### src/rtl/quiz_round_ctrl_pkg.sv
// quiz_pkg: shared types and constants for the quiz round sequencer.
// Holds the round FSM state enum, the owner encodings and the default
// cycle counts used as parameter defaults by quiz_round_ctrl.
package quiz_pkg;

    typedef enum logic [2:0] {
        ST_IDLE   = 3'd0,
        ST_ARM    = 3'd1,
        ST_OPEN   = 3'd2,
        ST_ANSWER = 3'd3,
        ST_SCORE  = 3'd4,
        ST_DONE   = 3'd5
    } round_state_t;

    // Owner encoding doubles as the one-hot grant {b, a} from the arbiter.
    localparam logic [1:0] OWNER_NONE = 2'b00;
    localparam logic [1:0] OWNER_A    = 2'b01;
    localparam logic [1:0] OWNER_B    = 2'b10;

    localparam int DEF_ARM_CYCLES    = 16;
    localparam int DEF_OPEN_CYCLES   = 1000;
    localparam int DEF_ANSWER_CYCLES = 500;
    localparam int DEF_NUM_PROBLEMS  = 8;
    localparam int DEF_TIMER_W       = 16;

endpackage

### src/rtl/quiz_round_ctrl_if.sv
// quiz_round_ctrl_if: player/judge/scoreboard signal bundle of the quiz
// round sequencer. The slave modport is the sequencer, the master modport
// is the surrounding game logic (buzzers, judge, scoreboard).
//
// Scoring handshake: ready is a one-cycle strobe with no back-pressure.
// check1/check2 are valid only in the cycle ready=1, at most one is set,
// and the scoreboard must consume the event in that same cycle.
interface quiz_round_ctrl_if #(
    parameter int TIMER_W = 16
);
    import quiz_pkg::*;

    logic               start;
    logic               buzz_a;
    logic               buzz_b;
    logic               answer_valid;
    logic               answer_correct;
    logic [2:0]         problem;
    logic               check1;
    logic               check2;
    logic               ready;
    logic [1:0]         owner;
    logic [TIMER_W-1:0] timer;
    logic               busy;
    logic               game_over;
    round_state_t       state;

    modport master (
        output start, buzz_a, buzz_b, answer_valid, answer_correct, problem,
        input  check1, check2, ready, owner, timer, busy, game_over, state
    );

    modport slave (
        input  start, buzz_a, buzz_b, answer_valid, answer_correct, problem,
        output check1, check2, ready, owner, timer, busy, game_over, state
    );

endinterface

### src/rtl/quiz_round_ctrl_buzz_arbiter.sv
// buzz_arbiter: two-player buzzer arbiter with lockout masks.
// A single eligible request wins outright; a same-cycle tie goes to the
// priority pointer, which flips after each tie when flip_on_tie=1 and
// stays on player A (fixed priority) when flip_on_tie=0.
module buzz_arbiter (
    input  logic       clk,
    input  logic       greset,
    input  logic       en,
    input  logic       flip_on_tie,
    input  logic [1:0] req,
    input  logic [1:0] lock,
    output logic [1:0] grant
);

    logic       prio_b;
    logic [1:0] elig;
    logic       tie;

    // Mask locked players and resolve ties with the pointer.
    always_comb begin
        elig  = req & ~lock;
        tie   = elig[0] & elig[1];
        grant = 2'b00;
        if (en) begin
            if (tie) begin
                grant = prio_b ? 2'b10 : 2'b01;
            end else begin
                grant = elig;
            end
        end
    end

    // Priority pointer: starts at A, flips only on a granted tie.
    always_ff @(posedge clk) begin
        if (greset) begin
            prio_b <= 1'b0;
        end else if (en && tie && flip_on_tie) begin
            prio_b <= ~prio_b;
        end
    end

endmodule

### src/rtl/quiz_round_ctrl.sv
// quiz_round_ctrl: round sequencer for the two-player quiz datapath.
// Arms each question, arbitrates the buzzers, times the answer window and
// emits one scoring strobe per question. Stops after the last problem.
// Optional feature macro QUIZ_FALSE_START_EN: a buzz during ARM locks that
// player out for the rest of the round.
module quiz_round_ctrl
    import quiz_pkg::*;
#(
    parameter int ARM_CYCLES    = DEF_ARM_CYCLES,
    parameter int OPEN_CYCLES   = DEF_OPEN_CYCLES,
    parameter int ANSWER_CYCLES = DEF_ANSWER_CYCLES,
    parameter int NUM_PROBLEMS  = DEF_NUM_PROBLEMS,
    parameter int TIMER_W       = DEF_TIMER_W
) (
    input  logic             clk,
    input  logic             greset,
    quiz_round_ctrl_if.slave bus
);

    localparam logic [TIMER_W-1:0] ARM_LOAD  = TIMER_W'(ARM_CYCLES - 1);
    localparam logic [TIMER_W-1:0] OPEN_LOAD = TIMER_W'(OPEN_CYCLES - 1);
    localparam logic [TIMER_W-1:0] ANS_LOAD  = TIMER_W'(ANSWER_CYCLES - 1);
    localparam logic [2:0]         LAST_PROB = 3'(NUM_PROBLEMS - 1);

    round_state_t       state;
    logic [TIMER_W-1:0] timer;
    logic [1:0]         owner;
    logic               lock_a;
    logic               lock_b;
    logic               ready;
    logic               check1;
    logic               check2;
    logic [1:0]         grant;
    logic               timer_zero;
    logic               other_locked;
    logic [TIMER_W-1:0] timer_dec;

    buzz_arbiter u_arb (
        .clk         (clk),
        .greset      (greset),
        .en          (state == ST_OPEN),
        .flip_on_tie (1'b1),
        .req         ({bus.buzz_b, bus.buzz_a}),
        .lock        ({lock_b, lock_a}),
        .grant       (grant)
    );

    // Timer helpers: saturating decrement and the opponent's lockout.
    always_comb begin
        timer_zero   = (timer == '0);
        timer_dec    = timer_zero ? '0 : timer - TIMER_W'(1);
        other_locked = (owner == OWNER_A) ? lock_b : lock_a;
    end

    // Round FSM with shared down-counter, lockouts and scoring strobe.
    always_ff @(posedge clk) begin
        if (greset) begin
            state  <= ST_IDLE;
            timer  <= '0;
            owner  <= OWNER_NONE;
            lock_a <= 1'b0;
            lock_b <= 1'b0;
            ready  <= 1'b0;
            check1 <= 1'b0;
            check2 <= 1'b0;
        end else begin
            ready  <= 1'b0;
            check1 <= 1'b0;
            check2 <= 1'b0;
            case (state)
                ST_IDLE: begin
                    if (bus.start) begin
                        timer  <= ARM_LOAD;
                        lock_a <= 1'b0;
                        lock_b <= 1'b0;
                        state  <= ST_ARM;
                    end
                end
                ST_ARM: begin
`ifdef QUIZ_FALSE_START_EN
                    if (bus.buzz_a) lock_a <= 1'b1;
                    if (bus.buzz_b) lock_b <= 1'b1;
`endif
                    if (timer_zero) begin
                        timer <= OPEN_LOAD;
                        state <= ST_OPEN;
                    end else begin
                        timer <= timer_dec;
                    end
                end
                ST_OPEN: begin
                    if (grant != 2'b00) begin
                        owner <= grant;
                        timer <= ANS_LOAD;
                        state <= ST_ANSWER;
                    end else if (timer_zero) begin
                        ready <= 1'b1;
                        state <= ST_SCORE;
                    end else begin
                        timer <= timer_dec;
                    end
                end
                ST_ANSWER: begin
                    if (bus.answer_valid && bus.answer_correct) begin
                        ready  <= 1'b1;
                        check1 <= (owner == OWNER_A);
                        check2 <= (owner == OWNER_B);
                        timer  <= '0;
                        state  <= ST_SCORE;
                    end else if (bus.answer_valid || timer_zero) begin
                        // Wrong or late answer: lock the holder, maybe rebound.
                        if (owner == OWNER_A) lock_a <= 1'b1;
                        if (owner == OWNER_B) lock_b <= 1'b1;
                        owner <= OWNER_NONE;
                        if (!other_locked) begin
                            timer <= OPEN_LOAD;
                            state <= ST_OPEN;
                        end else begin
                            ready <= 1'b1;
                            timer <= '0;
                            state <= ST_SCORE;
                        end
                    end else begin
                        timer <= timer_dec;
                    end
                end
                ST_SCORE: begin
                    owner <= OWNER_NONE;
                    state <= (bus.problem == LAST_PROB) ? ST_DONE : ST_IDLE;
                end
                ST_DONE: begin
                    state <= ST_DONE;
                end
                default: begin
                    state <= ST_IDLE;
                end
            endcase
        end
    end

    // Drive the bundle from registered state.
    always_comb begin
        bus.state     = state;
        bus.timer     = timer;
        bus.owner     = owner;
        bus.ready     = ready;
        bus.check1    = check1;
        bus.check2    = check2;
        bus.busy      = (state != ST_IDLE) && (state != ST_DONE);
        bus.game_over = (state == ST_DONE);
    end

endmodule

### src/flat_wrapper.sv
// flat-port wrapper written by rule: the top's interface ports become plain ports
module quiz_round_ctrl_flat import quiz_pkg::*;
#(
    parameter int ARM_CYCLES    = DEF_ARM_CYCLES,
    parameter int OPEN_CYCLES   = DEF_OPEN_CYCLES,
    parameter int ANSWER_CYCLES = DEF_ANSWER_CYCLES,
    parameter int NUM_PROBLEMS  = DEF_NUM_PROBLEMS,
    parameter int TIMER_W       = DEF_TIMER_W
)
  (clk, greset, bus_start, bus_buzz_a, bus_buzz_b, bus_answer_valid, bus_answer_correct, bus_problem, bus_check1, bus_check2, bus_ready, bus_owner, bus_timer, bus_busy, bus_game_over, bus_state);
  quiz_round_ctrl_if #(.TIMER_W(TIMER_W)) bus_i ();
  input  logic clk;
  input  logic greset;
  input wire logic [$bits(bus_i.start)-1:0] bus_start;
  input wire logic [$bits(bus_i.buzz_a)-1:0] bus_buzz_a;
  input wire logic [$bits(bus_i.buzz_b)-1:0] bus_buzz_b;
  input wire logic [$bits(bus_i.answer_valid)-1:0] bus_answer_valid;
  input wire logic [$bits(bus_i.answer_correct)-1:0] bus_answer_correct;
  input wire logic [$bits(bus_i.problem)-1:0] bus_problem;
  output wire logic [$bits(bus_i.check1)-1:0] bus_check1;
  output wire logic [$bits(bus_i.check2)-1:0] bus_check2;
  output wire logic [$bits(bus_i.ready)-1:0] bus_ready;
  output wire logic [$bits(bus_i.owner)-1:0] bus_owner;
  output wire logic [$bits(bus_i.timer)-1:0] bus_timer;
  output wire logic [$bits(bus_i.busy)-1:0] bus_busy;
  output wire logic [$bits(bus_i.game_over)-1:0] bus_game_over;
  output wire logic [$bits(bus_i.state)-1:0] bus_state;
  assign bus_i.start = bus_start;
  assign bus_i.buzz_a = bus_buzz_a;
  assign bus_i.buzz_b = bus_buzz_b;
  assign bus_i.answer_valid = bus_answer_valid;
  assign bus_i.answer_correct = bus_answer_correct;
  assign bus_i.problem = bus_problem;
  assign bus_check1 = bus_i.check1;
  assign bus_check2 = bus_i.check2;
  assign bus_ready = bus_i.ready;
  assign bus_owner = bus_i.owner;
  assign bus_timer = bus_i.timer;
  assign bus_busy = bus_i.busy;
  assign bus_game_over = bus_i.game_over;
  assign bus_state = bus_i.state;
  quiz_round_ctrl #(.ARM_CYCLES(ARM_CYCLES), .OPEN_CYCLES(OPEN_CYCLES), .ANSWER_CYCLES(ANSWER_CYCLES), .NUM_PROBLEMS(NUM_PROBLEMS), .TIMER_W(TIMER_W)) u_core (.clk(clk), .greset(greset), .bus(bus_i));
endmodule
### config.mk
export PLATFORM = sky130hd
export DESIGN_NAME = quiz_round_ctrl_flat
export DESIGN_NICKNAME = d
export VERILOG_FILES = /design/src/rtl/quiz_round_ctrl_pkg.sv /design/src/rtl/quiz_round_ctrl_if.sv /design/src/rtl/quiz_round_ctrl_buzz_arbiter.sv /design/src/rtl/quiz_round_ctrl.sv /design/src/flat_wrapper.sv
export SDC_FILE = /design/constraint.sdc
export NUM_CORES = 1
export LEC_CHECK = 0
export CAP_MARGIN = 20
export CELL_PAD_IN_SITES_DETAIL_PLACEMENT = 0
export CELL_PAD_IN_SITES_GLOBAL_PLACEMENT = 1
export CORE_MARGIN = 5
export CORE_UTILIZATION = 50
export DETAILED_ROUTE_END_ITERATION = 10
export DONT_BUFFER_PORTS = 1
export HOLD_SLACK_MARGIN = 0.02
export PLACE_DENSITY_LB_ADDON = 0.1
export SETUP_SLACK_MARGIN = 0.5
export SLEW_MARGIN = 0
export SYNTH_ARGS = -nofsm -noshare
export SYNTH_HDL_FRONTEND = slang
export SYNTH_SLANG_ARGS = --single-unit
export TNS_END_PERCENT = 20
### constraint.sdc
create_clock -name clk -period 3.08 [get_ports clk]
set_clock_uncertainty 0.05 [all_clocks]
set_input_delay 0.308 -clock clk [delete_from_list [all_inputs] [get_ports clk]]
set_output_delay 0.308 -clock clk [all_outputs]
set_load 0.02 [all_outputs]
==> metrics.log, run 1 <==
[metrics] clock tree from TritonCTS: done
[metrics] Max IR drop VDD: roughly 0.35 mV
[metrics] start point of the worst min-delay path: greset
[metrics] chip width: roughly 70 um
[metrics] vertical extent of the die: 72.0 um
[metrics] combinational share of power: 61.2%
[metrics] cell count after placement: between 200 and 300
[metrics] via count of the first global-routing pass: ~1800
[metrics] leakage: 0.732 nW
[metrics] number of standard cells in the final layout excluding fillers: approximately 290
[metrics] area of the core: about 3700 um^2
[metrics] Worst slew margin: 42.4%
[metrics] clock net sink count: 27
[metrics] portion of the post-synthesis area used by sequential elements: 28.1%
[metrics] number of remaining DRC errors: 0
[metrics] I/O Pins: 36
[metrics] number of enable-type register cells in the synthesized netlist: 0
[metrics] Critical Path RT: between 3 and 4 ns
[metrics] r2r startpoint: u_core.bus.timer[0]
[metrics] residual overflow from global routing: 0
[metrics] number of vias after detailed routing: approximately 1900
[metrics] total of hold buffers inserted after clock tree synthesis: 0
[metrics] first-pass detailed-route iteration total: 4
[metrics] Post-Synthesis Cell Area: between 1500 and 2000 um^2
[metrics] Hold Path End: u_core.bus.ready
[metrics] sequential power share: between 20 and 30%
[metrics] design internal power: approximately 1.1 mW
[metrics] total length of routed wires: 5620 um
[metrics] clock edge transition at the registers on the reported setup and hold paths: roughly 0.1 ns
[metrics] Net Sw Frac: 50.1%
[metrics] diode count: 0
[metrics] crit path launch type: register
[metrics] # setup viols final: 0
[metrics] mean number of vias per cell: about 6.6
[metrics] number of storage elements in the synthesis netlist: 27
[metrics] starting density of the core: ~52%
[metrics] number of buffers added on ports: 0
[metrics] cell area power density: about 1100 nW/um^2
[metrics] worst setup slack after placement: 0.546 ns
[metrics] number of DRC markers after the initial detailed-route iteration: 211
[metrics] number of buffers added by the clock tree synthesis step: 3
[metrics] share of synthesized registers carrying an async set or reset: 0%
[metrics] fin worst setup slack: between 0.5 and 0.6 ns
[metrics] library cells used by synthesis: between 60 and 70
[metrics] main flop type after synthesis: sky130_fd_sc_hd__dfxtp_1
[metrics] Mapped Cells: 234
[metrics] wire length of the first global-routing pass: 9160 um
[metrics] worst path arrival time: 2.65 ns
[metrics] register-to-register setup slack: between 0.5 and 0.6 ns
[metrics] critical path class: reg -> reg
[metrics] total number of placement rows: 22
[metrics] DP Area: 1970 um^2
[metrics] Routability Congestion: 0.996
[metrics] share of final-layout standard cells stronger than drive strength 1: between 10% and 20%
[metrics] post-synthesis net count: ~250
[metrics] initial antenna violation count: 0
[metrics] TNS Setup: 0 ns
[metrics] Worst Hold Path Cells: 1
[metrics] largest stage delay on the critical path: ~0.55 ns
[metrics] depth of the worst register-to-register path: 8
[metrics] top cell family by delay on the critical path: simple AND/OR/NAND/NOR gates
[metrics] mean area per synthesized cell: 8.22 um^2
[metrics] remaining number of nets flagged by the antenna check after routing: 0
[metrics] Net Switching: ~1.1 mW
[metrics] result of the run: finished, final reports clean
[metrics] peak clock frequency supported by timing: about 400 MHz
[metrics] worst skew pair latency: ~0.28 ns
[metrics] max cap viols: 0
[metrics] count of buffer and inverter cells on the critical path: 2
[metrics] Hold WC Path Type: in -> reg
[metrics] clock group share of total power: about a tenth
[metrics] min Tclk post-route: roughly 2.5 ns
[metrics] cell chosen for the clock root: sky130_fd_sc_hd__clkbuf_8
[metrics] floorplan die area: 5190 um^2
[metrics] Slowest cell on crit path: sky130_fd_sc_hd__or4b_1
[metrics] hold_ws: around 0.030 ns
[metrics] deepest level of the CTS H-tree: 1
[metrics] GR Util All Layers: a little over a fifth
[metrics] WL/cell: 19.5 um
[metrics] post-route fraction of the period consumed by the critical path: between 80% and 90%
[metrics] Clock Tree Buf Depth: 2
[metrics] worst slew pin tran: 0.857 ns
[metrics] utilization after layout: a little under three fifths
[metrics] setup repair after global routing missed its margin: yes
[metrics] maximum fanout encountered on the critical timing path: 6
[metrics] hpwl dp: 4210 um
[metrics] reg2reg end: u_core.bus.timer[1]
[metrics] # nets final: ~250
[metrics] overall power of the completed layout: 2.24 mW
[metrics] fillcell total: 369
[metrics] synth warn: 0
[metrics] final instance area: between 2000 and 2500 um^2
[metrics] final hold viol count: 0
[metrics] area growth from synthesis to final layout: 6.57%
[metrics] final number of max-transition violations: 0
[metrics] pin count of the biggest net entering global routing: 20
[metrics] Critical Path End Type: register
[metrics] CP Cell Sequence: inv_1 > ha_1 > or4b_1 > nor4_4 > buf_4 > o22ai_2 > and3_4 > a221oi_2
## logic make-up (layout without fill, tap and decap cells)
logic type / count (synthesis) / count (layout) / share of synthesized area [%]
buffers and inverters: 21 / 28 / 7.02
AOI/OAI and AO/OA: 70 / 70 / 28.2
xor gates and xnor gates: 10 / 10 / 4.55
and+or+nand+nor: 104 / 104 / 31.0
muxes: 1 / 1 / 0.520
adders and majority gates: 1 / 1 / 0.650
DFF: 27 / 27 / 28.1
## worst max-delay path by stage
stage                                   start                   to  slack (ns)  depth (start not counted)
after floorplan           u_core.bus.timer[0]  u_core.bus.timer[1]        0.90                          8
after global placement    u_core.bus.timer[0]  u_core.bus.timer[6]        0.64                          8
after detailed placement  u_core.bus.timer[0]  u_core.bus.owner[1]        0.55                          8
after CTS                 u_core.bus.timer[0]  u_core.bus.owner[1]        0.52                          8
after global routing      u_core.bus.timer[0]  u_core.bus.timer[1]        0.46                          8
final                     u_core.bus.timer[0]  u_core.bus.timer[1]        0.58                          8
## cell type report
type	instances	area [um^2]	share of cell area, %
inverter	9	33.8	1.65
timing repair buffer	15	113	5.49
clock buffer	4	45.0	2.20
multi-input combinational	186	1260	61.4
tap	48	60.1	2.93
sequential	27	541	26.4
## routing by layer
layer | up-vias | part of all wire [%] | track usage, %
met5 | - | 0 | 0
met4 | 0 | 1.2 | 6.05
met3 | 11 | 7.4 | 5.12
met2 | 68 | 48 | 35.4
met1 | 899 | 43 | 29.5
li1 | 915 | - | -
## flip-flops by register name, summed over array words and instances, names as in the netlist
| register | cells |
|---|---|
| u_core.bus.check2 | 1 |
| u_core.bus.check1 | 1 |
| u_core.bus.timer | 16 |
| u_core.lock_b | 1 |
| u_core.bus.state | 3 |
| u_core.bus.ready | 1 |
| u_core.u_arb.prio_b | 1 |
| u_core.bus.owner | 2 |
| u_core.lock_a | 1 |
## power groups by stage
stage | Sequential (mW) | Combinational (mW) | Clock (mW)
2_1_floorplan | 0.636 | 1.04 | 0
3_3_place_gp | 0.658 | 1.29 | 0
3_5_place_dp | 0.664 | 1.29 | 0
4_1_cts | 0.655 | 1.30 | 0.211
5_1_grt | 0.677 | 1.50 | 0.224
6_report | 0.659 | 1.37 | 0.211
## synth_stat cells (5+ instances only)
library cell	count	area (um^2)
sky130_fd_sc_hd__a211oi_1	6	45.0
sky130_fd_sc_hd__a21oi_1	11	55.1
sky130_fd_sc_hd__a31oi_1	7	43.8
sky130_fd_sc_hd__buf_6	6	67.6
sky130_fd_sc_hd__dfxtp_1	27	541
sky130_fd_sc_hd__inv_1	9	33.8
sky130_fd_sc_hd__nand2_1	15	56.3
sky130_fd_sc_hd__nand3_1	5	25.0
sky130_fd_sc_hd__nor2_1	23	86.3
sky130_fd_sc_hd__nor3_1	16	80.1
sky130_fd_sc_hd__nor4_1	6	37.5
sky130_fd_sc_hd__o211ai_1	5	37.5
sky130_fd_sc_hd__o21ai_0	7	35.0
sky130_fd_sc_hd__xor2_1	7	61.3
## cells in the final DEF (no fill, tap or decap), types with 3 or more instances in the layout
master                      n
sky130_fd_sc_hd__inv_1      9
sky130_fd_sc_hd__nor3_1    16
sky130_fd_sc_hd__nor2_1    23
sky130_fd_sc_hd__a211oi_1   6
sky130_fd_sc_hd__nor4_1     6
sky130_fd_sc_hd__nand3_1    5
sky130_fd_sc_hd__a31o_2     3
sky130_fd_sc_hd__nand4_1    3
sky130_fd_sc_hd__or3_1      4
sky130_fd_sc_hd__xnor2_1    3
sky130_fd_sc_hd__buf_4     15
sky130_fd_sc_hd__nand2_1   15
sky130_fd_sc_hd__clkbuf_8   3
sky130_fd_sc_hd__o211ai_1   5
sky130_fd_sc_hd__nor2b_1    4
sky130_fd_sc_hd__dfxtp_1   27
sky130_fd_sc_hd__a21oi_1   11
sky130_fd_sc_hd__a31oi_1    7
sky130_fd_sc_hd__a32o_1     4
sky130_fd_sc_hd__o21ai_0    7
sky130_fd_sc_hd__or2_2      3
sky130_fd_sc_hd__xor2_1     7
## repair_timing
item,4_1_cts,5_1_grt
setup buffers,0,4
resized for setup,0,2
endpoints found under the setup margin,0,18
(Power assumes the default switching activity.)
==> inputs of run 2 (changes only) <==
Settings changed: CORE_UTILIZATION 50 to 42.
Clock period 3.08 ns to 2.2 ns, I/O delays scaled along.
==> run 2 against run 1 <==
Against the previous run: the run now ends with negative hold slack left; global-route usage shrank 0.22 points; largest cell class unchanged; non-clock buffer count is 39 higher; combinational power is 120% higher; critical path type unchanged; power up 81%; sequential share of layout area decreased by 4.5 points; fmax rose by 20%.
==> metrics.log, run 2 (synthesis results as in run 1) <==
[metrics] Max IR drop VDD: 0.535 mV (was 0.351 mV)
[metrics] hpwl dp: 4920 um (was 4210 um)
[metrics] share of final-layout standard cells stronger than drive strength 1: 39.3% (was 17.0%)
[metrics] pin count of the biggest net entering global routing: 20 (unchanged)
[metrics] Slowest cell on crit path: sky130_fd_sc_hd__or4_4 (was sky130_fd_sc_hd__or4b_1)
[metrics] maximum fanout encountered on the critical timing path: 4 (was 6)
[metrics] cell count after placement: 312 (was 281)
[metrics] clock tree from TritonCTS: done (unchanged)
[metrics] Routability Congestion: 0.914 (was 0.996)
[metrics] number of buffers added by the clock tree synthesis step: 3 (unchanged)
[metrics] count of buffer and inverter cells on the critical path: 4 (was 2)
[metrics] register name with the most flops: u_core.bus.timer (unchanged)
[metrics] clock edge transition at the registers on the reported setup and hold paths: 0.10 ns (about the same)
[metrics] Clock Tree Buf Depth: 2 (unchanged)
[metrics] area of the core: 4410 um^2 (was 3690 um^2)
[metrics] top cell family by delay on the critical path: simple AND/OR/NAND/NOR gates (unchanged)
[metrics] number of DRC markers after the initial detailed-route iteration: 157 (was 211)
[metrics] crit path launch type: register (unchanged)
[metrics] detailed-route wire length on metal 1: 2800 um (was 2440 um)
[metrics] failing checks: negative hold slack
[metrics] worst slew pin tran: 0.514 ns (was 0.857 ns)
[metrics] min Tclk post-route: 2.09 ns (was 2.50 ns)
[metrics] most frequent cells in the layout: sky130_fd_sc_hd__buf_4, sky130_fd_sc_hd__nor2_1, sky130_fd_sc_hd__dfxtp_1 (was sky130_fd_sc_hd__dfxtp_1, sky130_fd_sc_hd__nor2_1, sky130_fd_sc_hd__nor3_1)
[metrics] number of remaining DRC errors: 0 (unchanged)
[metrics] result of the run: finished, violations left (was finished, final reports clean)
[metrics] mean number of vias per cell: 6.46 (was 6.55)
[metrics] most common cell after layout, fill and taps aside: sky130_fd_sc_hd__buf_4 (was sky130_fd_sc_hd__dfxtp_1)
[metrics] GR Util All Layers: 21.8% (was 22.0%)
[metrics] number of buffers added on ports: 0 (unchanged)
[metrics] largest stage delay on the critical path: 0.49 ns (was 0.55 ns)
[metrics] # setup viols final: 0 (unchanged)
[metrics] # nets final: 292 (was 253)
[metrics] amount of wire on met2 after detailed routing: 3180 um (was 2690 um)
[metrics] flip-flop count of the largest register, all copies and words added: 16 (unchanged)
[metrics] worst path arrival time: 2.20 ns (was 2.65 ns)
[metrics] vertical extent of the die: 77.7 um (was 72.0 um)
[metrics] first-pass detailed-route iteration total: 4 (unchanged)
[metrics] Worst slew margin: 65.7% (was 42.4%)
[metrics] worst skew pair latency: 0.28 ns (about the same)
[metrics] floorplan die area: 6040 um^2 (was 5190 um^2)
[metrics] TNS Setup: 0 ns (unchanged)
[metrics] total length of routed wires: 6610 um (was 5620 um)
[metrics] cell area power density: 1580 nW/um^2 (was 1090 nW/um^2)
[metrics] hold_ws: -0.0620 ns (was 0.0303 ns)
[metrics] register-to-register setup slack: 0.11 ns (was 0.58 ns)
[metrics] chip width: 77.7 um (was 72.0 um)
[metrics] cell chosen for the clock root: sky130_fd_sc_hd__clkbuf_8 (unchanged)
[metrics] number of vias after detailed routing: 2145 (was 1893)
[metrics] I/O Pins: 36 (unchanged)
[metrics] clock net sink count: 27 (unchanged)
[metrics] final hold viol count: 13 (was 0)
[metrics] starting density of the core: 43.6% (was 52.2%)
[metrics] via count of the first global-routing pass: 2106 (was 1814)
[metrics] final number of max-transition violations: 0 (unchanged)
[metrics] WL/cell: 19.9 um (was 19.5 um)
[metrics] post-route fraction of the period consumed by the critical path: 95.2% (was 81.3%)
[metrics] Hold WC Path Type: in -> reg (unchanged)
[metrics] leakage: 0.976 nW (was 0.732 nW)
[metrics] Critical Path RT: 2.31 ns (was 3.23 ns)
[metrics] top flop regs: u_core.bus.timer (16), u_core.bus.state (3), u_core.bus.owner (2) (unchanged)
[metrics] setup repair after global routing missed its margin: yes (unchanged)
[metrics] initial antenna violation count: 0 (unchanged)
[metrics] critical path class: reg -> reg (unchanged)
[metrics] peak clock frequency supported by timing: 477 MHz (was 399 MHz)
[metrics] total number of placement rows: 24 (was 22)
[metrics] CP Cell Sequence: inv_2 > ha_4 > or4b_4 > nor4_4 > buf_4 > buf_4 > buf_6 > or4_4 > nand4_1 > o221ai_2 (was inv_1 > ha_1 > or4b_1 > nor4_4 > buf_4 > o22ai_2 > and3_4 > a221oi_2)
[metrics] area growth from synthesis to final layout: 33.4% (was 6.57%)
[metrics] Critical Path End Type: register (unchanged)
[metrics] remaining number of nets flagged by the antenna check after routing: 0 (unchanged)
[metrics] max cap viols: 0 (unchanged)
[metrics] diode count: 0 (unchanged)
[metrics] CP dominant cell by count: sky130_fd_sc_hd__buf_4
[metrics] number of standard cells in the final layout excluding fillers: 332 (was 289)
[metrics] residual overflow from global routing: 0 (unchanged)
[metrics] wire length of the first global-routing pass: 10800 um (was 9160 um)
[metrics] DR WL met3: 542 um (was 417 um)
[metrics] highest signal layer in the routed design: met4 (unchanged)
[metrics] deepest level of the CTS H-tree: 1 (unchanged)
[run 2: report_power, final]
group	leakage, nW	switching [mW]	internal, mW	total (mW)
Clock	0.0228	0.169	0.130	0.299
Combinational	0.728	1.56	1.41	2.98
Sequential	0.225	0.159	0.623	0.782
Total	0.976	1.89	2.17	4.06
[run 2: final timing paths]
kind / startpoint / end / cells past startpoint
setup / recovery: u_core.bus.timer[1] / u_core.bus.timer[7] / 10
hold / removal: greset / u_core.bus.timer[3] / 1
setup reg to reg: u_core.bus.timer[1] / u_core.bus.timer[7] / 10
hold reg to reg: u_core.bus.timer[5] / u_core.bus.timer[5] / 2
[run 2: final cells by class]
class	instances	area, um^2
tap	52	65.1
multi-input combinational	186	1420
clock buffer	4	45.0
inverter	9	33.8
fill	430	1850
timing repair buffer	54	439
sequential	27	562
[run 2: layer usage]
| metal | up-vias | GRT usage (%) |
|---|---|---|
| li1 | 987 | - |
| met1 | 1058 | 28.5 |
| met2 | 92 | 36.6 |
| met3 | 8 | 3.70 |
| met4 | 0 | 6.19 |
| met5 | - | 0 |
[run 2: per-stage QoR]
step / total power, mW / area [um^2] / worst slack (ns) / hold slack [ns] / util [%]
global placement: 3.14 / 2230 / 0.0566 / 0.233 / 50.4
CTS: 3.80 / 2440 / 0.0613 / -0.0627 / 55.3
finish: 4.06 / 2570 / 0.105 / -0.0620 / 58.2
floorplan: 2.44 / 1980 / 0.134 / 0.387 / -
global route: 4.32 / 2570 / 0.0560 / -0.0658 / 58.2
detailed placement: 3.16 / 2230 / 0.0326 / 0.237 / 50.4
[run 2: timing repair]
item | in CTS | in global routing
resized for setup | 12 | 23
pin swaps | 11 | 17
setup endpoints to repair | 26 | 26
hold endpoints to repair | 13 | 13
setup buffers | 12 | 4
[run 2: worst register-to-register path, cell delays in order, from the launching register on]
cell,delay (ns)
sky130_fd_sc_hd__dfxtp_2,0.35
sky130_fd_sc_hd__inv_2,0.05
sky130_fd_sc_hd__ha_4,0.16
sky130_fd_sc_hd__or4b_4,0.22
sky130_fd_sc_hd__nor4_4,0.04
sky130_fd_sc_hd__buf_4,0.15
sky130_fd_sc_hd__buf_4,0.13
sky130_fd_sc_hd__buf_6,0.11
sky130_fd_sc_hd__or4_4,0.49
sky130_fd_sc_hd__nand4_1,0.12
sky130_fd_sc_hd__o221ai_2,0.10
==> inputs of run 3 (changes only) <==
Settings changed: HOLD_SLACK_MARGIN 0.02 to 0.08, SYNTH_HIERARCHICAL from default to 1.
==> run 3 against run 2 <==
Against the previous run: the flow now finishes without violations; sequential share of layout area up 0.53 points; global-route usage decreased by 1.3 points; worst hold slack better by 0.15 ns; largest cell class unchanged; largest power group unchanged.
==> metrics.log, run 3 <==
[metrics] result of the run: finished, final reports clean (was finished, violations left)
[metrics] crit path launch type: register (unchanged)
[metrics] overall power of the completed layout: 3.76 mW (was 4.06 mW)
[metrics] worst slew pin tran: 0.801 ns (was 0.514 ns)
[metrics] Slowest cell on crit path: sky130_fd_sc_hd__o311a_4 (was sky130_fd_sc_hd__or4_4)
[metrics] setup repair after global routing missed its margin: yes (unchanged)
[metrics] min Tclk post-route: 2.00 ns (was 2.09 ns)
[metrics] Critical Path End Type: register (unchanged)
[metrics] cell count after placement: 310 (was 312)
[metrics] fillcell total: 402 (was 430)
[metrics] Hold Path End: u_core/bus.timer[2] (was u_core.bus.timer[3])
[metrics] total length of routed wires: 6330 um (was 6610 um)
[metrics] diode count: 0 (unchanged)
[metrics] reg2reg end: u_core/bus.timer[10] (was u_core.bus.timer[7])
[metrics] first-pass detailed-route iteration total: 4 (unchanged)
[metrics] deepest level of the CTS H-tree: 1 (unchanged)
[metrics] hpwl dp: 4430 um (was 4920 um)
[metrics] register name with the most flops: u_core/bus.timer (was u_core.bus.timer)
[metrics] number of buffers added by the clock tree synthesis step: 3 (unchanged)
[metrics] final hold viol count: 0 (was 13)
[metrics] peak clock frequency supported by timing: 501 MHz (was 477 MHz)
[metrics] number of enable-type register cells in the synthesized netlist: 0 (unchanged)
[metrics] Routability Congestion: 0.879 (was 0.914)
[metrics] r2r startpoint: u_core/u_arb/prio_b (was u_core.bus.timer[1])
[metrics] mean number of vias per cell: 6.09 (was 6.46)
[metrics] most frequent cells in the layout: sky130_fd_sc_hd__buf_4, sky130_fd_sc_hd__nor2_1, sky130_fd_sc_hd__nand2_1 (was sky130_fd_sc_hd__buf_4, sky130_fd_sc_hd__nor2_1, sky130_fd_sc_hd__dfxtp_1)
[metrics] mean area per synthesized cell: 7.98 um^2 (was 8.22 um^2)
[metrics] number of buffers added on ports: 0 (unchanged)
[metrics] most common cell after layout, fill and taps aside: sky130_fd_sc_hd__buf_4 (unchanged)
[metrics] Mapped Cells: 241 (was 234)
[metrics] Post-Synthesis Cell Area: 1920 um^2 (about the same)
[metrics] clock edge transition at the registers on the reported setup and hold paths: 0.09 ns (was 0.10 ns)
[metrics] number of standard cells in the final layout excluding fillers: 329 (was 332)
[metrics] portion of the post-synthesis area used by sequential elements: 28.1% (about the same)
[metrics] leakage: 0.958 nW (was 0.976 nW)
[metrics] cell area power density: 1520 nW/um^2 (was 1580 nW/um^2)
[metrics] depth of the worst register-to-register path: 7 (was 10)
[metrics] Worst Hold Path Cells: 2 (was 1)
[metrics] worst path arrival time: 2.14 ns (was 2.20 ns)
[metrics] number of remaining DRC errors: 0 (unchanged)
[metrics] area of the core: 4380 um^2 (was 4410 um^2)
[metrics] register-to-register setup slack: 0.20 ns (was 0.11 ns)
[metrics] synth warn: 6 (was 0)
[metrics] via count of the first global-routing pass: 1979 (was 2106)
[metrics] number of storage elements in the synthesis netlist: 27 (unchanged)
[metrics] # setup viols final: 0 (unchanged)
[metrics] CP Cell Sequence: o311a_4 > nor2_2 > nand2_2 > o21ai_4 > buf_4 > nand2_1 > a31oi_1 (was inv_2 > ha_4 > or4b_4 > nor4_4 > buf_4 > buf_4 > buf_6 > or4_4 > nand4_1 > o221ai_2)
[metrics] share of Yosys cell area claimed by the top area cell type: 28.1% (about the same)
[metrics] design internal power: 1.97 mW (was 2.17 mW)
[metrics] biggest area consumer among synthesized cells: sky130_fd_sc_hd__dfxtp_1 (unchanged)
[metrics] starting density of the core: 43.9% (was 43.6%)
[metrics] TNS Setup: 0 ns (unchanged)
[metrics] fin worst setup slack: 0.203 ns (was 0.105 ns)
[metrics] cell types with the largest area share after synthesis: sky130_fd_sc_hd__dfxtp_1, sky130_fd_sc_hd__a21oi_1, sky130_fd_sc_hd__nor2_1, sky130_fd_sc_hd__nand2_1, sky130_fd_sc_hd__nor3_1 (was sky130_fd_sc_hd__dfxtp_1, sky130_fd_sc_hd__nor2_1, sky130_fd_sc_hd__nor3_1, sky130_fd_sc_hd__buf_6, sky130_fd_sc_hd__xor2_1)
[metrics] clock net sink count: 27 (unchanged)
[metrics] Net Switching: 1.79 mW (was 1.89 mW)
[metrics] critical path class: reg -> reg (unchanged)
[metrics] Hold WC Path Type: in -> reg (unchanged)
[metrics] hold_ws: 0.0888 ns (was -0.0620 ns)
[metrics] max cap viols: 0 (unchanged)
[metrics] sequential power share: 19.2% (was 19.3%)
[metrics] clock group share of total power: 7.8% (was 7.4%)
[metrics] list of most frequent post-synthesis cells: sky130_fd_sc_hd__dfxtp_1, sky130_fd_sc_hd__nor2_1, sky130_fd_sc_hd__nand2_1 (was sky130_fd_sc_hd__dfxtp_1, sky130_fd_sc_hd__nor2_1, sky130_fd_sc_hd__nor3_1)
[metrics] share of synthesized registers carrying an async set or reset: 0% (unchanged)
[metrics] pin count of the biggest net entering global routing: 28 (was 20)
[metrics] Max IR drop VDD: 0.780 mV (was 0.535 mV)
[metrics] area growth from synthesis to final layout: 28.3% (was 33.4%)
[metrics] WL/cell: 19.2 um (was 19.9 um)
[metrics] floorplan die area: 6030 um^2 (was 6040 um^2)
[metrics] post-synthesis net count: 252 (was 245)
[metrics] library cells used by synthesis: 68 (was 65)
[metrics] chip width: 77.7 um (about the same)
[metrics] DP Area: 2160 um^2 (was 2230 um^2)
[metrics] top cell family by delay on the critical path: compound AO/OA/AOI/OAI gates (was simple AND/OR/NAND/NOR gates)
[metrics] most frequently used cell type in the post-synthesis netlist: sky130_fd_sc_hd__dfxtp_1 (unchanged)
[metrics] clock tree from TritonCTS: done (unchanged)
[metrics] worst setup slack after placement: 0.156 ns (was 0.0326 ns)
[metrics] total number of placement rows: 24 (unchanged)
[metrics] flip-flop count of the largest register, all copies and words added: 16 (unchanged)
[metrics] initial antenna violation count: 0 (unchanged)
[metrics] residual overflow from global routing: 0 (unchanged)
[metrics] number of DRC markers after the initial detailed-route iteration: 170 (was 157)
[metrics] # nets final: 289 (was 292)
[metrics] remaining number of nets flagged by the antenna check after routing: 0 (unchanged)
[metrics] Net Sw Frac: 47.6% (was 46.6%)
[metrics] main flop type after synthesis: sky130_fd_sc_hd__dfxtp_1 (unchanged)
[metrics] wire length of the first global-routing pass: 10000 um (was 10800 um)
[metrics] final number of max-transition violations: 0 (unchanged)
[metrics] Clock Tree Buf Depth: 2 (unchanged)
[metrics] Worst slew margin: 46.4% (was 65.7%)
[metrics] utilization after layout: 56.3% (was 58.2%)
[metrics] cell chosen for the clock root: sky130_fd_sc_hd__clkbuf_8 (unchanged)
[metrics] share of final-layout standard cells stronger than drive strength 1: 37.9% (was 39.3%)
[metrics] maximum fanout encountered on the critical timing path: 7 (was 4)
[metrics] start point of the worst min-delay path: greset (unchanged)
[metrics] Critical Path RT: 2.34 ns (was 2.31 ns)
[metrics] GR Util All Layers: 20.5% (was 21.8%)
[metrics] combinational share of power: 73.0% (was 73.4%)
[metrics] count of buffer and inverter cells on the critical path: 1 (was 4)
[metrics] worst skew pair latency: 0.28 ns (about the same)
[metrics] post-route fraction of the period consumed by the critical path: 90.8% (was 95.2%)
[metrics] top flop regs: u_core/bus.timer (16), u_core/bus.state (3), u_core/bus.owner (2) (was u_core.bus.timer (16), u_core.bus.state (3), u_core.bus.owner (2))
[metrics] vertical extent of the die: 77.7 um (about the same)
[metrics] final instance area: 2470 um^2 (was 2570 um^2)
[metrics] I/O Pins: 36 (unchanged)
[metrics] number of vias after detailed routing: 2003 (was 2145)
[metrics] largest stage delay on the critical path: 0.43 ns (was 0.49 ns)
-- run 3: cell types whose count changed after synthesis, sizes merged, moves of 4 or more --
cell	change
nand2	+8
o21bai	+5
o21ai	+4
nor3	-6
xor2	-4
a32o	-4
o211ai	-5
a21oi	+10
-- run 3: layout make-up --
type                    count  area [um^2]  share of cell area, %
repair buffers             46          359                   14.6
well taps                  52         65.1                   2.64
multi-input cells         193         1420                   57.5
flip-flops and latches     27          553                   22.4
inverters                   7         26.3                   1.06
clock buffers               4         45.0                   1.83
-- run 3: power groups by stage --
stage	Combinational, mW	Clock [mW]	Sequential [mW]
after CTS	2.54	0.305	0.716
after global routing	2.95	0.326	0.736
after floorplan	1.45	0	0.887
after global placement	2.18	0	0.706
final	2.75	0.295	0.721
after detailed placement	2.19	0	0.710
-- run 3: worst max path at each step --
stage	from	endpoint	slack [ns]	depth (start not counted)
floorplan	u_core/bus.state[0]	u_core/bus.timer[13]	0.08	10
global placement	u_core/bus.state[0]	u_core/bus.timer[13]	0.17	7
detailed placement	u_core/bus.state[0]	u_core/bus.timer[13]	0.16	7
CTS	u_core/bus.state[2]	u_core/bus.timer[13]	0.21	8
global route	u_core/bus.state[0]	u_core/bus.timer[10]	0.13	9
finish	u_core/u_arb/prio_b	u_core/bus.timer[10]	0.20	7
-- run 3: layer usage --
layer | up-vias | part of all wire (%) | GRT usage, % | wire length [um]
li1 | 959 | - | - | -
met1 | 964 | 40 | 23.8 | 2560
met2 | 66 | 50 | 35.6 | 3170
met3 | 14 | 6.7 | 3.94 | 426
met4 | 0 | 2.7 | 9.97 | 171
met5 | - | 0 | 0 | 0
-- run 3: logic make-up after synthesis --
kind of cell / count (synthesis) / share of synthesized area [%]
simple gates: 105 / 30.8
compound gates: 77 / 29.7
flops: 27 / 28.1
buf+inv: 21 / 6.18
xor+xnor: 8 / 3.64
fa+ha+maj: 1 / 0.651
other cells: 1 / 0.195
mux: 1 / 0.781
-- run 3: what timing repair did --
action	4_1_cts	5_1_grt
hold buffers	1	0
pin swaps	10	6
buffers inserted	8	6
setup endpoints to repair	25	26
gates resized for setup	31	8
endpoints found under the hold margin	18	0
